==> src/rtl/mac_share_arbiter.sv <==
// Round-robin arbiter sharing one external pipelined A*B+C unit between
// N_REQ requesters. Each accepted operation sends its requester ID down a
// tag line whose length matches the MAC latency. Results collect in a
// small FIFO. Issue is credit-limited so the FIFO can never overflow.
module mac_share_arbiter #(
    parameter int  N_REQ      = 4,
    parameter int  WIDTH      = 8,
    parameter int  OUT_WIDTH  = 16,
    parameter int  LATENCY    = 3,
    parameter int  FIFO_DEPTH = 8,
    localparam int ID_W       = (N_REQ > 1) ? $clog2(N_REQ) : 1
) (
    input  logic                   clk,
    input  logic                   rst_n,
    input  logic [N_REQ-1:0]       req_valid,
    output logic [N_REQ-1:0]       req_ready,
    input  logic [N_REQ*WIDTH-1:0] req_a,
    input  logic [N_REQ*WIDTH-1:0] req_b,
    input  logic [N_REQ*WIDTH-1:0] req_c,
    output logic [WIDTH-1:0]       mac_a,
    output logic [WIDTH-1:0]       mac_b,
    output logic [WIDTH-1:0]       mac_c,
    input  logic [OUT_WIDTH-1:0]   mac_data,
    output logic                   res_valid,
    input  logic                   res_ready,
    output logic [OUT_WIDTH-1:0]   res_data,
    output logic [ID_W-1:0]        res_id,
    output logic                   busy
);

    localparam int PTR_W  = $clog2(FIFO_DEPTH);
    localparam int CNT_W  = $clog2(FIFO_DEPTH + 1);
    localparam int OUTS_W = $clog2(FIFO_DEPTH + LATENCY + 2);

    // Arbitration state
    logic [ID_W-1:0]   ptr_q, ptr_d;
    logic [N_REQ-1:0]  grant;
    logic [ID_W-1:0]   grant_id;
    logic              grant_any;
    logic              credit_ok;
    logic              accept;

    // Tag line: stage 0 is loaded at the accept edge, stage LATENCY
    // lines up with valid mac_data and feeds the FIFO write.
    logic [LATENCY:0]  tag_vld_q;
    logic [ID_W-1:0]   tag_id_q [0:LATENCY];

    // Result FIFO
    logic [OUT_WIDTH-1:0] data_mem [0:FIFO_DEPTH-1];
    logic [ID_W-1:0]      id_mem   [0:FIFO_DEPTH-1];
    logic [PTR_W-1:0]     wr_ptr_q, wr_ptr_d;
    logic [PTR_W-1:0]     rd_ptr_q, rd_ptr_d;
    logic [CNT_W-1:0]     count_q, count_d;
    logic                 fifo_empty;
    logic                 fifo_full;
    logic                 push;
    logic                 pop;
    logic [OUTS_W-1:0]    outstanding;

    // Round-robin scan starting just after the last granted requester
    always_comb begin
        int        idx;
        logic [ID_W-1:0] idx_w;
        grant     = '0;
        grant_id  = '0;
        grant_any = 1'b0;
        idx       = 0;
        idx_w     = '0;
        for (int i = 0; i < N_REQ; i++) begin
            idx   = (int'(ptr_q) + 1 + i) % N_REQ;
            idx_w = ID_W'(idx);
            if (!grant_any && req_valid[idx_w]) begin
                grant_any    = 1'b1;
                grant[idx_w] = 1'b1;
                grant_id     = idx_w;
            end
        end
    end

    // Outstanding results = tags in flight + entries already buffered;
    // a pop this cycle deliberately does not free a credit until next cycle
    always_comb begin
        outstanding = OUTS_W'(count_q);
        for (int s = 0; s <= LATENCY; s++) begin
            outstanding = outstanding + OUTS_W'(tag_vld_q[s]);
        end
    end

    assign credit_ok = (outstanding < OUTS_W'(FIFO_DEPTH));
    assign req_ready = grant & {N_REQ{credit_ok}};
    assign accept    = grant_any & credit_ok;
    assign ptr_d     = accept ? grant_id : ptr_q;

    // Operand mux to the shared MAC; idle cycles present zeros
    always_comb begin
        mac_a = '0;
        mac_b = '0;
        mac_c = '0;
        for (int i = 0; i < N_REQ; i++) begin
            if (accept && grant[i]) begin
                mac_a = req_a[i*WIDTH +: WIDTH];
                mac_b = req_b[i*WIDTH +: WIDTH];
                mac_c = req_c[i*WIDTH +: WIDTH];
            end
        end
    end

    // Round-robin pointer; reset value gives requester 0 top priority
    always_ff @(posedge clk or negedge rst_n) begin
        if (!rst_n) begin
            ptr_q <= ID_W'(N_REQ - 1);
        end else begin
            ptr_q <= ptr_d;
        end
    end

    // Tag line head: capture the accepted requester ID
    always_ff @(posedge clk or negedge rst_n) begin
        if (!rst_n) begin
            tag_vld_q[0] <= 1'b0;
            tag_id_q[0]  <= '0;
        end else begin
            tag_vld_q[0] <= accept;
            tag_id_q[0]  <= grant_id;
        end
    end

    // Remaining tag stages shift one per clock
    generate
        for (genvar gi = 1; gi <= LATENCY; gi++) begin : g_tag
            always_ff @(posedge clk or negedge rst_n) begin
                if (!rst_n) begin
                    tag_vld_q[gi] <= 1'b0;
                    tag_id_q[gi]  <= '0;
                end else begin
                    tag_vld_q[gi] <= tag_vld_q[gi-1];
                    tag_id_q[gi]  <= tag_id_q[gi-1];
                end
            end
        end
    endgenerate

    assign push       = tag_vld_q[LATENCY];
    assign fifo_empty = (count_q == '0);
    assign fifo_full  = (count_q == CNT_W'(FIFO_DEPTH));
    assign pop        = !fifo_empty && res_ready;

    // FIFO pointer and occupancy next-state
    always_comb begin
        wr_ptr_d = push ? wr_ptr_q + PTR_W'(1) : wr_ptr_q;
        rd_ptr_d = pop  ? rd_ptr_q + PTR_W'(1) : rd_ptr_q;
        count_d  = count_q;
        if (push && !pop) begin
            count_d = count_q + CNT_W'(1);
        end else if (!push && pop) begin
            count_d = count_q - CNT_W'(1);
        end
    end

    // FIFO control registers; reset discards everything buffered
    always_ff @(posedge clk or negedge rst_n) begin
        if (!rst_n) begin
            wr_ptr_q <= '0;
            rd_ptr_q <= '0;
            count_q  <= '0;
        end else begin
            wr_ptr_q <= wr_ptr_d;
            rd_ptr_q <= rd_ptr_d;
            count_q  <= count_d;
        end
    end

    // FIFO storage; contents only matter behind a valid count
    always_ff @(posedge clk) begin
        if (push) begin
            data_mem[wr_ptr_q] <= mac_data;
            id_mem[wr_ptr_q]   <= tag_id_q[LATENCY];
        end
    end

    // Head of FIFO is forced to zero when empty so stale storage never shows
    assign res_valid = !fifo_empty;
    assign res_data  = fifo_empty ? '0 : data_mem[rd_ptr_q];
    assign res_id    = fifo_empty ? '0 : id_mem[rd_ptr_q];
    assign busy      = (|tag_vld_q) || !fifo_empty;

    // The credit scheme must make a write into a full, non-draining FIFO impossible
    fifo_no_overflow: assert property (@(posedge clk) disable iff (!rst_n)
        !(push && fifo_full && !pop));

endmodule

==> config.mk <==
export PLATFORM = sky130hd
export DESIGN_NAME = mac_share_arbiter
export DESIGN_NICKNAME = d
export VERILOG_FILES = /design/src/rtl/mac_share_arbiter.sv
export SDC_FILE = /design/constraint.sdc
export NUM_CORES = 1
export LEC_CHECK = 0
export ABC_AREA = 0
export CORE_MARGIN = 2
export CORE_UTILIZATION = 35
export DETAILED_ROUTE_END_ITERATION = 8
export GPL_TIMING_DRIVEN = 0
export PLACE_DENSITY = 0.6
export SYNTH_ARGS = -nofsm -noshare
export SYNTH_HDL_FRONTEND = slang
export SYNTH_SLANG_ARGS = --single-unit
==> constraint.sdc <==
create_clock -name clk -period 3.3 [get_ports clk]
set_input_delay 0.66 -clock clk [delete_from_list [all_inputs] [get_ports clk]]
set_output_delay 0.66 -clock clk [all_outputs]
set_load 0.02 [all_outputs]
Word-level counts from Yosys, hierarchy flattened
Memory sizes are Yosys's and may differ from the RTL's.
Index checks and enable logic that the tools add are counted.
Cells by class
  multiply operators: 0
  $lt $le $gt $ge: 9
  reductions and logical operators: 24
  bitwise logic cells: 5
  divide/modulo/power cells: 0
  eq/ne operators: 0
  add/subtract/negate cells: 12
  mux-type cells: 46
  shift-type cells: 0
Operator list (count)
  $mux W8: 12
  $mux W4: 6
  $add A4 B1 Y4: 4
  $mux W16: 1
  $logic_and A1 B1 Y1: 14
  $mux W1: 14
  $lt A2 B3 Y1 const B: 4
  $or A4 B4 Y4: 3
  $mux W2: 5
  $bmux W1 S2: 4
  $demux W1 S2: 4
  $ge A2 B1 Y1 const B: 4
  $add A2 B2 Y2 const B: 3
  $add A3 B1 Y3 const B: 2
  $logic_not A1 Y1: 6
  $add A4 B1 Y4 const B: 1
  $and A4 B4 Y4: 1
  $logic_not A4 Y1: 1
  $lt A4 B4 Y1 const B: 1
  $reduce_or A4 Y1: 1
  $sub A4 B1 Y4 const B: 1
  $add A2 B1 Y2 const B: 1
  $reduce_bool A2 Y1: 1
  $and A1 B1 Y1: 1
  $logic_or A1 B1 Y1: 1
Storage, ports and cells
  bits in read-only memories: 0
  memories kept: 2
  bits in latches: 0
  memory bits (writable): 144
  bits in registers: 24
  bits of input ports: 119
Memories
  data_mem: depth 8, width 16, rd ports 1, clocked after Yosys merged registers in 0, wr ports 1, line 49  | logic [OUT_WIDTH-1:0] data_mem [0:FIFO_DEPTH-1];
  id_mem: depth 8, width 2, rd ports 1, clocked after Yosys merged registers in 0, wr ports 1, line 50  | logic [ID_W-1:0] id_mem [0:FIFO_DEPTH-1];

Longest topological paths before layout
  depth after elaboration: 19
  mapped depth: 12
  mapped depth without buffers: 11

Least setup slack after synthesis
OpenSTA, ideal clock, no wires.
  path type: reg2out
  start: register ptr_q[0]
  end: output port mac_a[7]
  arrival: 3.144 ns
  path slack: -0.504 ns
  cell stages (with the launch flop): 12
  cell sequence: dfstp_2 buf_6 inv_1 ha_1 or2_1 buf_2 and4_1 o211a_1 o311ai_1 and2b_1 buf_6 a221oi_1
On the way
  word-level cells in the longest chain between the ends: 19
RTL lines
  start: declaration: line 36  | logic [ID_W-1:0] ptr_q, ptr_d;
  start signal: assignment: line 111  | ptr_q <= ID_W'(N_REQ - 1);
  start signal: assignment: line 113  | ptr_q <= ptr_d;
  $add A2 B1 Y2 *: line 70  | idx = (int'(ptr_q) + 1 + i) % N_REQ;
  branches (longest 17 deep; another with $lt A2 B3 Y1)
  $mux W8 *: line 100  | if (accept && grant[i]) begin
  end: declaration: line 20  | output logic [WIDTH-1:0] mac_a,
Mark *: on every way between the ends. The select of a mux whose other input is x is not followed.

Worst setup path after layout
  start: register ptr_q[0]
  end: output port mac_c[3]
On the way
  word-level cells in the longest chain between the ends: 19
RTL lines
  $add A2 B1 Y2 *: line 70
  branches (longest 17 deep; another with $lt A2 B3 Y1)
  $mux W8 *: line 100
  end: declaration: line 22  | output logic [WIDTH-1:0] mac_c,
Marked as above.

==> impl_metrics.toml <==
[outcome]
outcome = "finished with violations"
violations = "setup timing"

[critical_path]
cp-start-kind = "register"
slowest_delay_ps = 630
cp.required_ps = 2640
path_cells = "buf_8, buf_12, mux4_2, buf_6, o211a_1, a211oi_4, buf_12, clkbuf_16, a32oi_2, a221oi_4, buf_6"
arrival_ps = 3430
critPathMaxFanout = 8
cp-end-kind = "output pin"
crit_type = "reg -> out"
cpMaxStageDelayCell = "mux4_2"

[power]
peakVddDrop_mv = 1.02
power_density_mw_per_mm2 = 1240
p_clk_share_pct = 12.8
p_seq_share_pct = 21.3
p_sw_mw = 5.88
switching_share_pct = 39.7
power.internal_mw = 8.91
p_comb_share_pct = 65.9
p_leak_nw = 4.31
p_total_mw = 14.8

[synth]
syn_inst = 502
ys_async_sr_fraction_pct = 14.3
syn-mean-instance-area_sq_um = 15.9
yosysWarnings = 0
synth_nets = 638
netlist_area_sq_mm = 0.00797
synth_edf_count = 144
yosysUniqueCellTypes = 51
yosysSeqAreaShare_pct = 61.8
synth_ff_type = "edfxtp_1"
yosys_register_bits = 168

[timing]
slew_headroom_pct = 22.9
finClkSkew_ps = 7.96
hold_viol_final = 0
max_freq_mhz = 244
period_needed_ps = 4090
setup_viol_count_final = 28
finalSetupTns_ps = -19600
rsz0062_at_grt = "yes"
worst_slew_pin_slew_ps = 1150
slew_violations = 0
period_share_pct = 124
timing.final.ws_setup_ps = -793

[grt]
grt_max_degree = 25
grt_pass1_wl_um = 33200
grt_antenna_before_repair = 0
grt-ovfl-total = 0
grt.total_usage_pct = 18.3
grt_pass1_vias = 5983

[job]
max_cap_viol_count = 0

[floorplanning]
coreArea_sq_mm = 0.0225
die_area_sq_mm = 0.0240
die_h_um = 155
io_pins = 167
chipWidth_um = 155
initial_core_util_pct = 35.4
fp-row-count = 55

[routing]
drtIter0Drc = 354
dr.pass1.iters = 4
drt-wirelength-per-cell_um = 20.7
drt.antenna.violating_nets = 0
routed_wl_um = 21200
vias_per_cell = 5.24
via_count = 5383
drc = 0

[cells_and_area]
synthToLayoutAreaGrowth_pct = 49.7
drive_gt1_share_pct = 35.0
nets = 867
finalNonFillerCells = 1028
antenna_cells = 0

[clock_network]
cts_buffers = 17
tritoncts = "done"
cts_hold_buf = 0
clock-sinks = 168
cts_root_buf = "clkbuf_16"
cts_max_path_buffers = 2
path_clk_slew_ps = 70
h-tree-depth = 4
clk_latency_ps = 410

[placement]
dp_hpwl_um = 14500
gp_congestion = 0.849
buffer_ports.inserted = 166
place_inst = 963

[hold_path]
min_path_type = "reg -> reg"
## metrics by stage
step | instance area (sq um) | utilization, % | hold WS [ps] | setup WS, ps
6_report | 11900 | 53.0 | 347 | -793
5_1_grt | 11900 | 53.0 | 358 | -901
4_1_cts | 11800 | 52.5 | 350 | -790
3_5_place_dp | 10600 | 47.2 | 335 | -1510
3_3_place_gp | 10400 | 46.3 | 333 | -1460
2_1_floorplan | 8400 | - | 331 | -253
## routing by layer
| metal | track usage [%] | share of wire (%) | up-vias |
|---|---|---|---|
| met5 | 0 | 0 | - |
| met4 | 5.20 | 1.3 | 0 |
| met3 | 4.01 | 6.1 | 22 |
| met2 | 33.2 | 54 | 205 |
| met1 | 21.8 | 38 | 2692 |
| li1 | - | - | 2464 |
## synthesized netlist by cell type, types with 2 or more instances
cell type,n,area (sq um)
a221oi_2,21,315
mux4_2,37,833
fa_1,2,40.0
a32oi_1,26,228
dfrtp_1,22,551
mux2_4,2,30.0
a21oi_1,5,25.0
dfstp_2,2,52.6
buf_1,4,15.0
nand2_1,12,45.0
mux2i_1,20,200
nor4_1,2,12.5
xor2_1,2,17.5
nor2_1,55,206
and2_1,3,18.8
edfxtp_1,144,4320
nor3_1,7,35.0
a21o_1,2,15.0
o21ai_0,7,35.0
o22ai_1,2,12.5
or3_1,2,12.5
inv_1,36,135
a221oi_1,5,43.8
clkbuf_1,10,37.5
o21a_1,2,15.0
nand3_1,2,10.0
buf_2,6,30.0
ha_1,15,188
nand2b_1,3,18.8
o211a_1,4,40.0
buf_6,9,101
mux2_2,7,78.8
xnor2_1,6,52.6
## cell usage in the layout, fill, tap and decap left out, types with 3 or more instances in the layout
cell / netlist / routed
edfxtp_1: 144 / 144
clkdlybuf4s50_1: 0 / 134
nor2_1: 55 / 49
mux4_2: 37 / 38
buf_6: 9 / 38
inv_1: 36 / 33
buf_4: 0 / 30
a221oi_4: 0 / 23
dfrtp_1: 22 / 20
mux2i_1: 20 / 18
clkbuf_16: 0 / 18
a32oi_2: 0 / 17
nand2_1: 12 / 12
ha_1: 15 / 11
buf_8: 0 / 9
buf_12: 0 / 8
a32oi_1: 26 / 6
o21ai_0: 7 / 6
nor2_2: 1 / 6
mux2_2: 7 / 6
xnor2_1: 6 / 6
clkinvlp_4: 0 / 5
clkbuf_4: 0 / 4
buf_2: 6 / 4
nor3_4: 0 / 4
o211a_1: 4 / 4
buf_16: 0 / 4
dlymetal6s2s_1: 0 / 4
mux2_4: 2 / 3
and2_1: 3 / 3
a21oi_1: 5 / 3
a32oi_4: 0 / 3
nand2b_1: 3 / 3
clkbuf_1: 10 / 3
## flip-flops by register name, indices dropped and copies added (netlist names)
name,count
tag_id_q,8
data_mem,128
id_mem,16
count_q,4
ptr_q,2
rd_ptr_q,3
wr_ptr_q,3
push,1
tag_vld_q,3
## power by group through the flow
stage | registers (mW) | clock network (mW) | logic (mW)
after floorplan | 3.09 | 0 | 5.61
final | 3.16 | 1.89 | 9.74
after global routing | 3.21 | 2.02 | 10.4
after global placement | 3.13 | 0 | 8.24
after CTS | 3.17 | 1.94 | 9.66
after detailed placement | 3.17 | 0 | 8.49
## repair_timing
action	in CTS	in global routing
gates cloned	2	1
pin swaps	12	4
buffers inserted	28	4
endpoints found under the setup margin	47	44
resized for setup	258	18
## layout make-up
type | instances | area, sq um
Fill cell | 1792 | 10600
Tap cell | 285 | 357
Buffer | 28 | 354
Inverter | 36 | 143
Sequential cell | 168 | 4930
Multi-Input combinational cell | 269 | 3380
Clock inverter | 11 | 125
Clock buffer | 20 | 437
Timing Repair Buffer | 211 | 2200
## worst paths after layout
| kind | from | endpoint | slack [ps] | cells after the start |
|---|---|---|---|---|
| min in group asynchronous | rst_n | tag_id_q[7] | 860 | 1 |
| worst min register to register | tag_id_q[4] | tag_id_q[2] | 350 | 0 |
| worst max register to register | count_q[0] | ptr_q[0] | 580 | 7 |
| worst min-delay path | tag_id_q[4] | tag_id_q[2] | 350 | 0 |
| max in group asynchronous | rst_n | rd_ptr_q[2] | 1670 | 1 |
| worst max-delay path | ptr_q[0] | mac_c[3] | -790 | 11 |
## critical path: cells and delay by family, from the launching register on
| family | cells | cell delay, ps |
|---|---|---|
| AOI/OAI and AO/OA | 4 | 890 |
| DFF | 1 | 550 |
| buffers and inverters | 6 | 910 |
| muxes | 1 | 630 |
## cells by family after synthesis
group	share of synthesized area (%)
buffers and inverters	4.00
flip-flops	61.8
XOR/XNOR	0.879
AO/OA/AOI/OAI	10.3
multiplexers	14.7
AND/OR/NAND/NOR	5.46
adder cells (fa/ha/maj)	2.86
No activity file was read; power rests on OpenSTA's default activity.
